**src/rtl/ripple_carry_adder_4bit_if.sv**
```systemverilog
// ripple_carry_adder_4bit_if
//   Operand/result bundle for ripple_carry_adder_4bit.
//   Optional feature macro: RCA4_OVF_FLAG_EN (adds ovf_q).
//   Signals:
//     a, b    operands (unsigned or two's complement)
//     Cin     carry into bit 0
//     en      register-stage load enable
//     sum     combinational sum a+b+Cin
//     Cout    combinational carry out of the top bit
//     sum_q   registered sum
//     cout_q  registered carry out
//     ovf_q   registered signed-overflow flag (RCA4_OVF_FLAG_EN only)
//   Modports: master drives operands and observes results; slave is the adder.
interface ripple_carry_adder_4bit_if #(
   parameter int unsigned WIDTH = 4
);
   logic [WIDTH-1:0] a;
   logic [WIDTH-1:0] b;
   logic             Cin;
   logic             en;
   logic [WIDTH-1:0] sum;
   logic             Cout;
   logic [WIDTH-1:0] sum_q;
   logic             cout_q;
`ifdef RCA4_OVF_FLAG_EN
   logic             ovf_q;

   modport master (
      output a, b, Cin, en,
      input  sum, Cout, sum_q, cout_q, ovf_q
   );

   modport slave (
      input  a, b, Cin, en,
      output sum, Cout, sum_q, cout_q, ovf_q
   );
`else
   modport master (
      output a, b, Cin, en,
      input  sum, Cout, sum_q, cout_q
   );

   modport slave (
      input  a, b, Cin, en,
      output sum, Cout, sum_q, cout_q
   );
`endif
endinterface

```
**src/rtl/ripple_carry_adder_4bit.sv**
```systemverilog
// ripple_carry_adder_4bit
//   Ripple-carry adder built from a chain of 1-bit full-adder cells, with a
//   combinational result and an enable-gated output register stage.
//   Optional feature macro: RCA4_OVF_FLAG_EN adds the registered
//   signed-overflow flag ovf_q; without it the overflow logic is absent.
//   Ports:
//     clk    rising-edge clock for the output register stage
//     rst_n  asynchronous active-low reset, clears the registered outputs
//     bus    ripple_carry_adder_4bit_if.slave (a, b, Cin, en in;
//            sum, Cout, sum_q, cout_q[, ovf_q] out)
//   Only WIDTH = 4 is supported.

// rca4_full_adder_cell
//   One bit of the carry chain.
//   Ports: x, y operand bits; ci carry in; s sum bit; co carry out.
module rca4_full_adder_cell (
   input  logic x,
   input  logic y,
   input  logic ci,
   output logic s,
   output logic co
);
   logic p;

   assign p  = x ^ y;
   assign s  = p ^ ci;
   assign co = (x & y) | (ci & p);
endmodule

module ripple_carry_adder_4bit #(
   parameter int unsigned WIDTH = 4
) (
   input  logic                            clk,
   input  logic                            rst_n,
   ripple_carry_adder_4bit_if.slave        bus
);
   logic [WIDTH-1:0] a;
   logic [WIDTH-1:0] b;
   logic [WIDTH-1:0] s;
   // carry[i] is the carry into cell i; carry[WIDTH] leaves the top cell.
   logic [WIDTH:0]   carry;

   assign a        = bus.a;
   assign b        = bus.b;
   assign carry[0] = bus.Cin;

   for (genvar i = 0; i < WIDTH; i++) begin : g_cell
      rca4_full_adder_cell u_cell (
         .x  (a[i]),
         .y  (b[i]),
         .ci (carry[i]),
         .s  (s[i]),
         .co (carry[i+1])
      );
   end

   assign bus.sum  = s;
   assign bus.Cout = carry[WIDTH];

`ifdef RCA4_OVF_FLAG_EN
   logic ovf;

   // Signed overflow: carry into the sign bit differs from carry out of it.
   assign ovf = carry[WIDTH-1] ^ carry[WIDTH];

   always_ff @(posedge clk or negedge rst_n) begin
      if (!rst_n) begin
         bus.sum_q  <= '0;
         bus.cout_q <= 1'b0;
         bus.ovf_q  <= 1'b0;
      end else if (bus.en) begin
         bus.sum_q  <= s;
         bus.cout_q <= carry[WIDTH];
         bus.ovf_q  <= ovf;
      end
   end
`else
   always_ff @(posedge clk or negedge rst_n) begin
      if (!rst_n) begin
         bus.sum_q  <= '0;
         bus.cout_q <= 1'b0;
      end else if (bus.en) begin
         bus.sum_q  <= s;
         bus.cout_q <= carry[WIDTH];
      end
   end
`endif
endmodule

```
**src/flat_wrapper.sv**
```systemverilog
// flat-port wrapper written by rule: the top's interface ports become plain ports
module ripple_carry_adder_4bit_flat 
#(
   parameter int unsigned WIDTH = 4
)
  (clk, rst_n, bus_a, bus_b, bus_Cin, bus_en, bus_sum, bus_Cout, bus_sum_q, bus_cout_q);
  ripple_carry_adder_4bit_if #(.WIDTH(WIDTH)) bus_i ();
  input  logic clk;
  input  logic rst_n;
  input wire logic [$bits(bus_i.a)-1:0] bus_a;
  input wire logic [$bits(bus_i.b)-1:0] bus_b;
  input wire logic [$bits(bus_i.Cin)-1:0] bus_Cin;
  input wire logic [$bits(bus_i.en)-1:0] bus_en;
  output wire logic [$bits(bus_i.sum)-1:0] bus_sum;
  output wire logic [$bits(bus_i.Cout)-1:0] bus_Cout;
  output wire logic [$bits(bus_i.sum_q)-1:0] bus_sum_q;
  output wire logic [$bits(bus_i.cout_q)-1:0] bus_cout_q;
  assign bus_i.a = bus_a;
  assign bus_i.b = bus_b;
  assign bus_i.Cin = bus_Cin;
  assign bus_i.en = bus_en;
  assign bus_sum = bus_i.sum;
  assign bus_Cout = bus_i.Cout;
  assign bus_sum_q = bus_i.sum_q;
  assign bus_cout_q = bus_i.cout_q;
  ripple_carry_adder_4bit #(.WIDTH(WIDTH)) u_core (.clk(clk), .rst_n(rst_n), .bus(bus_i));
endmodule
```
**config.mk**
```make
export PLATFORM = sky130hd
export DESIGN_NAME = ripple_carry_adder_4bit_flat
export DESIGN_NICKNAME = d
export VERILOG_FILES = /design/src/rtl/ripple_carry_adder_4bit_if.sv /design/src/rtl/ripple_carry_adder_4bit.sv /design/src/flat_wrapper.sv
export SDC_FILE = /design/constraint.sdc
export NUM_CORES = 1
export LEC_CHECK = 0
export CAP_MARGIN = 20
export CELL_PAD_IN_SITES_DETAIL_PLACEMENT = 0
export CELL_PAD_IN_SITES_GLOBAL_PLACEMENT = 1
export CORE_MARGIN = 10
export CORE_UTILIZATION = 19
export DETAILED_ROUTE_END_ITERATION = 7
export GPL_TIMING_DRIVEN = 1
export PLACE_DENSITY = 0.8
export SYNTH_ARGS = -nofsm -noshare
export SYNTH_HDL_FRONTEND = slang
export SYNTH_HIERARCHICAL = 1
export SYNTH_SLANG_ARGS = --single-unit
```
**constraint.sdc**
```tcl
create_clock -name clk -period 4.3 [get_ports clk]
set_input_delay 1.29 -clock clk [delete_from_list [all_inputs] [get_ports clk]]
set_output_delay 1.29 -clock clk [all_outputs]
set_load 0.05 [all_outputs]
```
==> flow_summary.html <==
<table>
<tr><th>Metric</th><th>Value</th></tr>
<tr><th colspan="2">Place</th></tr>
<tr><td>Number of port buffers</td><td>21</td></tr>
<tr><td>Weighted congestion at the end of routability-driven global placement</td><td>0.673</td></tr>
<tr><td>Pre-CTS setup slack</td><td>-0.643 ns</td></tr>
<tr><th colspan="2">Cells and area</th></tr>
<tr><td>Filler Cells Inserted</td><td>128</td></tr>
<tr><td>Fraction of layout cells with a size suffix above 1</td><td>0.537</td></tr>
<tr><td>Final nets</td><td>58</td></tr>
<tr><td>Area grow syn2layout</td><td>119%</td></tr>
<tr><td>Most frequent cells in the layout</td><td>12 x sky130_fd_sc_hd__clkdlybuf4s50_1, 5 x sky130_fd_sc_hd__mux2_2, 5 x sky130_fd_sc_hd__dfrtp_1, 4 x sky130_fd_sc_hd__buf_12, 4 x sky130_fd_sc_hd__fa_2</td></tr>
<tr><td>Number of antenna repair diodes</td><td>0</td></tr>
<tr><td>Most common library cell in the layout ignoring fill and taps</td><td>sky130_fd_sc_hd__clkdlybuf4s50_1</td></tr>
<tr><th colspan="2">Die</th></tr>
<tr><td>Full die area</td><td>3260 sq um</td></tr>
<tr><td>Vertical extent of the die</td><td>57.1 um</td></tr>
<tr><td>Number of core rows</td><td>13</td></tr>
<tr><td>Core ar.</td><td>1300 sq um</td></tr>
<tr><td>Initial core utilization</td><td>0.201</td></tr>
<tr><td>Count of boundary I/O pins</td><td>22</td></tr>
<tr><td>Horiz. Die Dim</td><td>57.1 um</td></tr>
<tr><th colspan="2">Logic synthesis</th></tr>
<tr><td>Instance count of the mapped netlist</td><td>14</td></tr>
<tr><td>Seq cells post-synth</td><td>5</td></tr>
<tr><td>Largest cells by area after synthesis</td><td>sky130_fd_sc_hd__dfrtp_1 48%, sky130_fd_sc_hd__fa_1 31%, sky130_fd_sc_hd__mux2_2 22%</td></tr>
<tr><td>Post-synthesis instance area</td><td>262 sq um</td></tr>
<tr><td>Post-synth net total</td><td>30</td></tr>
<tr><td>Post-synthesis cell type count</td><td>3</td></tr>
<tr><td>Cell taking the most area after synthesis</td><td>sky130_fd_sc_hd__dfrtp_1</td></tr>
<tr><td>Mean area per synthesized cell</td><td>18.7 sq um</td></tr>
<tr><td>Area fraction of the dominant cell type after synthesis</td><td>0.478</td></tr>
<tr><td>Count of yosys warnings during synthesis</td><td>6</td></tr>
<tr><td>Sequential area share after synthesis</td><td>0.478</td></tr>
<tr><th colspan="2">STA</th></tr>
<tr><td>Min Clock Period, post-route</td><td>4.46 ns</td></tr>
<tr><td>Clock skew after layout</td><td>0 ns</td></tr>
<tr><td>Pins Over Slew Limit</td><td>0</td></tr>
<tr><td>Worst-case setup margin in the final layout</td><td>-0.161 ns</td></tr>
<tr><td>Maximum clock rate</td><td>0.224 GHz</td></tr>
<tr><td>Endpoints failing setup</td><td>1</td></tr>
<tr><td>Final hold viol count</td><td>0</td></tr>
<tr><td>RSZ-0062 raised after global routing</td><td>yes</td></tr>
<tr><td>Worst relative slew slack</td><td>0.658</td></tr>
<tr><td>Share of the clock period used by the worst path</td><td>1.04</td></tr>
<tr><td>Slew at the pin closest to its max-slew limit</td><td>0.512 ns</td></tr>
<tr><th colspan="2">Worst setup path</th></tr>
<tr><td>End of the worst register-to-register path</td><td>u_core/bus.sum_q[3]$_DFFE_PN0P_</td></tr>
<tr><td>Cell family with most CP delay</td><td>adder cells</td></tr>
<tr><td>Capturing element of the worst setup path</td><td>bus_sum[3]</td></tr>
<tr><td>Stages on the worst setup path</td><td>6</td></tr>
<tr><td>Critical path start-end classification</td><td>in -&gt; out</td></tr>
<tr><td>Max stage delay on crit path</td><td>0.57 ns</td></tr>
<tr><td>CP max FO</td><td>2</td></tr>
<tr><td>Data arrival time at the worst-slack endpoint</td><td>3.17 ns</td></tr>
<tr><td>Critical Path Most Common Cell</td><td>sky130_fd_sc_hd__fa_2</td></tr>
<tr><td>Worst EP required</td><td>3.01 ns</td></tr>
<tr><td>Worst path slowest cell</td><td>sky130_fd_sc_hd__fa_2</td></tr>
<tr><td>Cell breakdown of the critical path</td><td>buf_6, fa_2, fa_2, fa_2, fa_2, buf_12</td></tr>
<tr><td>Kind of end point of the critical path</td><td>output port</td></tr>
<tr><td>Setup crit start</td><td>bus_b[0]</td></tr>
<tr><td>Worst setup slack for register-to-register paths</td><td>3.54 ns</td></tr>
<tr><td>FF-to-FF Start</td><td>u_core/bus.sum_q[3]$_DFFE_PN0P_</td></tr>
<tr><td>Sort of element at the start of the critical path</td><td>input pin</td></tr>
<tr><td>Length in cells of the worst reg-to-reg path</td><td>1</td></tr>
<tr><td>Worst Path Buf+Inv</td><td>2</td></tr>
<tr><th colspan="2">Drt</th></tr>
<tr><td>Wire length reported by the detailed router</td><td>949 um</td></tr>
<tr><td>Residual DRC count</td><td>0</td></tr>
<tr><td>WL per Instance</td><td>16.9 um</td></tr>
<tr><td>Post-route ant nets</td><td>0</td></tr>
<tr><td>Detailed-route via count</td><td>239</td></tr>
<tr><td>Drt pass-1 iters</td><td>1</td></tr>
<tr><td>Drt initial violations</td><td>0</td></tr>
<tr><td>Routed vias/inst</td><td>4.27</td></tr>
<tr><th colspan="2">Pwr</th></tr>
<tr><td>Total power</td><td>279 uW</td></tr>
<tr><td>Maximum ir drop on the vdd rail</td><td>0.000173 V</td></tr>
<tr><td>Pwr per Cell Area</td><td>486 nW/um^2</td></tr>
<tr><td>Cell leakage power</td><td>0.238 nW</td></tr>
<tr><th colspan="2">Outcome</th></tr>
<tr><td>Status</td><td>finished, violations left</td></tr>
<tr><td>Violated checks</td><td>negative setup slack</td></tr>
<tr><th colspan="2">Clock network</th></tr>
<tr><td>Cts-stage hold buffer count</td><td>0</td></tr>
<tr><td>Clock sink count</td><td>5</td></tr>
<tr><td>CTS buffer count</td><td>3</td></tr>
<tr><td>Clock Root Buffer</td><td>sky130_fd_sc_hd__clkbuf_4</td></tr>
<tr><td>Clock latency on the worst-skew pair</td><td>0.24 ns</td></tr>
<tr><td>Maximum buffer depth of the clock tree</td><td>2</td></tr>
<tr><td>Clk pin slew, worst setup/hold paths</td><td>0.04 ns</td></tr>
<tr><td>CTS tree</td><td>done</td></tr>
<tr><td>CTS H-Tree Depth</td><td>1</td></tr>
<tr><th colspan="2">Global route</th></tr>
<tr><td>Antenna violations before repair</td><td>0</td></tr>
<tr><td>Leftover overflow at the end of global routing</td><td>0</td></tr>
<tr><td>Wire length of the first global-routing pass</td><td>1480 um</td></tr>
<tr><td>Vias in the first global route</td><td>303</td></tr>
<tr><td>Pin count of the biggest net entering global routing</td><td>6</td></tr>
<tr><td>GR Util All Layers</td><td>0.0583</td></tr>
<tr><th colspan="2">Flow run</th></tr>
<tr><td>Max-capacitance violation count</td><td>0</td></tr>
<tr><th colspan="2">Worst hold path</th></tr>
<tr><td>Worst hold path depth</td><td>1</td></tr>
<tr><td>Worst min path class</td><td>reg -&gt; reg</td></tr>
</table>
[logic make-up after synthesis]
family     synth area share
fa+ha+maj             0.306
flops                 0.478
mux                   0.215
[sequential cells by signal (all words and copies together), names as in the netlist]
signal             count
u_core/bus.sum_q       4
u_core/bus.cout_q      1
[worst min path at each step]
stage / startpoint / endpoint / slack (ns)
after global placement: u_core/bus.sum_q[0]$_DFFE_PN0P_ / u_core/bus.sum_q[0]$_DFFE_PN0P_ / 0.50
after CTS: u_core/bus.sum_q[0]$_DFFE_PN0P_ / u_core/bus.sum_q[0]$_DFFE_PN0P_ / 0.52
after detailed placement: u_core/bus.sum_q[0]$_DFFE_PN0P_ / u_core/bus.sum_q[0]$_DFFE_PN0P_ / 0.51
after global routing: u_core/bus.sum_q[0]$_DFFE_PN0P_ / u_core/bus.sum_q[0]$_DFFE_PN0P_ / 0.53
final: u_core/bus.sum_q[0]$_DFFE_PN0P_ / u_core/bus.sum_q[0]$_DFFE_PN0P_ / 0.51
after floorplan: u_core/bus.cout_q$_DFFE_PN0P_ / u_core/bus.cout_q$_DFFE_PN0P_ / 0.87
[Yosys cell counts]
| cell | count |
|---|---|
| sky130_fd_sc_hd__fa_1 | 4 |
| sky130_fd_sc_hd__dfrtp_1 | 5 |
| sky130_fd_sc_hd__mux2_2 | 5 |
[routing by layer]
metal  vias up  wire length, um  GRT usage
li1        104                -          -
met3         0              141     0.0553
met5         -                0          0
met1       108              384     0.0571
met2        27              422     0.0899
met4         0                0     0.0101
[metrics by stage]
step	instance area (sq um)	utilization	hold slack, ns	TNS [ns]	cells
finish	573	0.440	0.513	-0.161	56
detailed placement	538	0.413	0.506	-1.37	50
floorplan	272	-	0.867	-0.115	14
global placement	538	0.413	0.495	-1.25	50
global route	573	0.440	0.526	-0.217	56
CTS	566	0.435	0.516	-0.174	55
[where the power goes]
group	switching, mW	internal, mW	total [mW]
Sequential	0.00571	0.0572	0.0629
Combinational	0.0902	0.0709	0.161
Clock	0.0196	0.0351	0.0547
[timing repair]
action                                 in CTS  in global routing
resized for setup                          15                  0
endpoints found under the hold margin       0                  0
pin swaps                                   4                  0
setup endpoints to repair                   3                  2
setup buffers                               1                  1
[cell type report]
cell class	count	area [sq um]	area share
clock buffers	4	26.3	0.0459
well taps	15	18.8	0.0328
multi-input cells	9	146	0.255
repair buffers	23	256	0.448
flip-flops and latches	5	125	0.218
(Power assumes the default switching activity.)
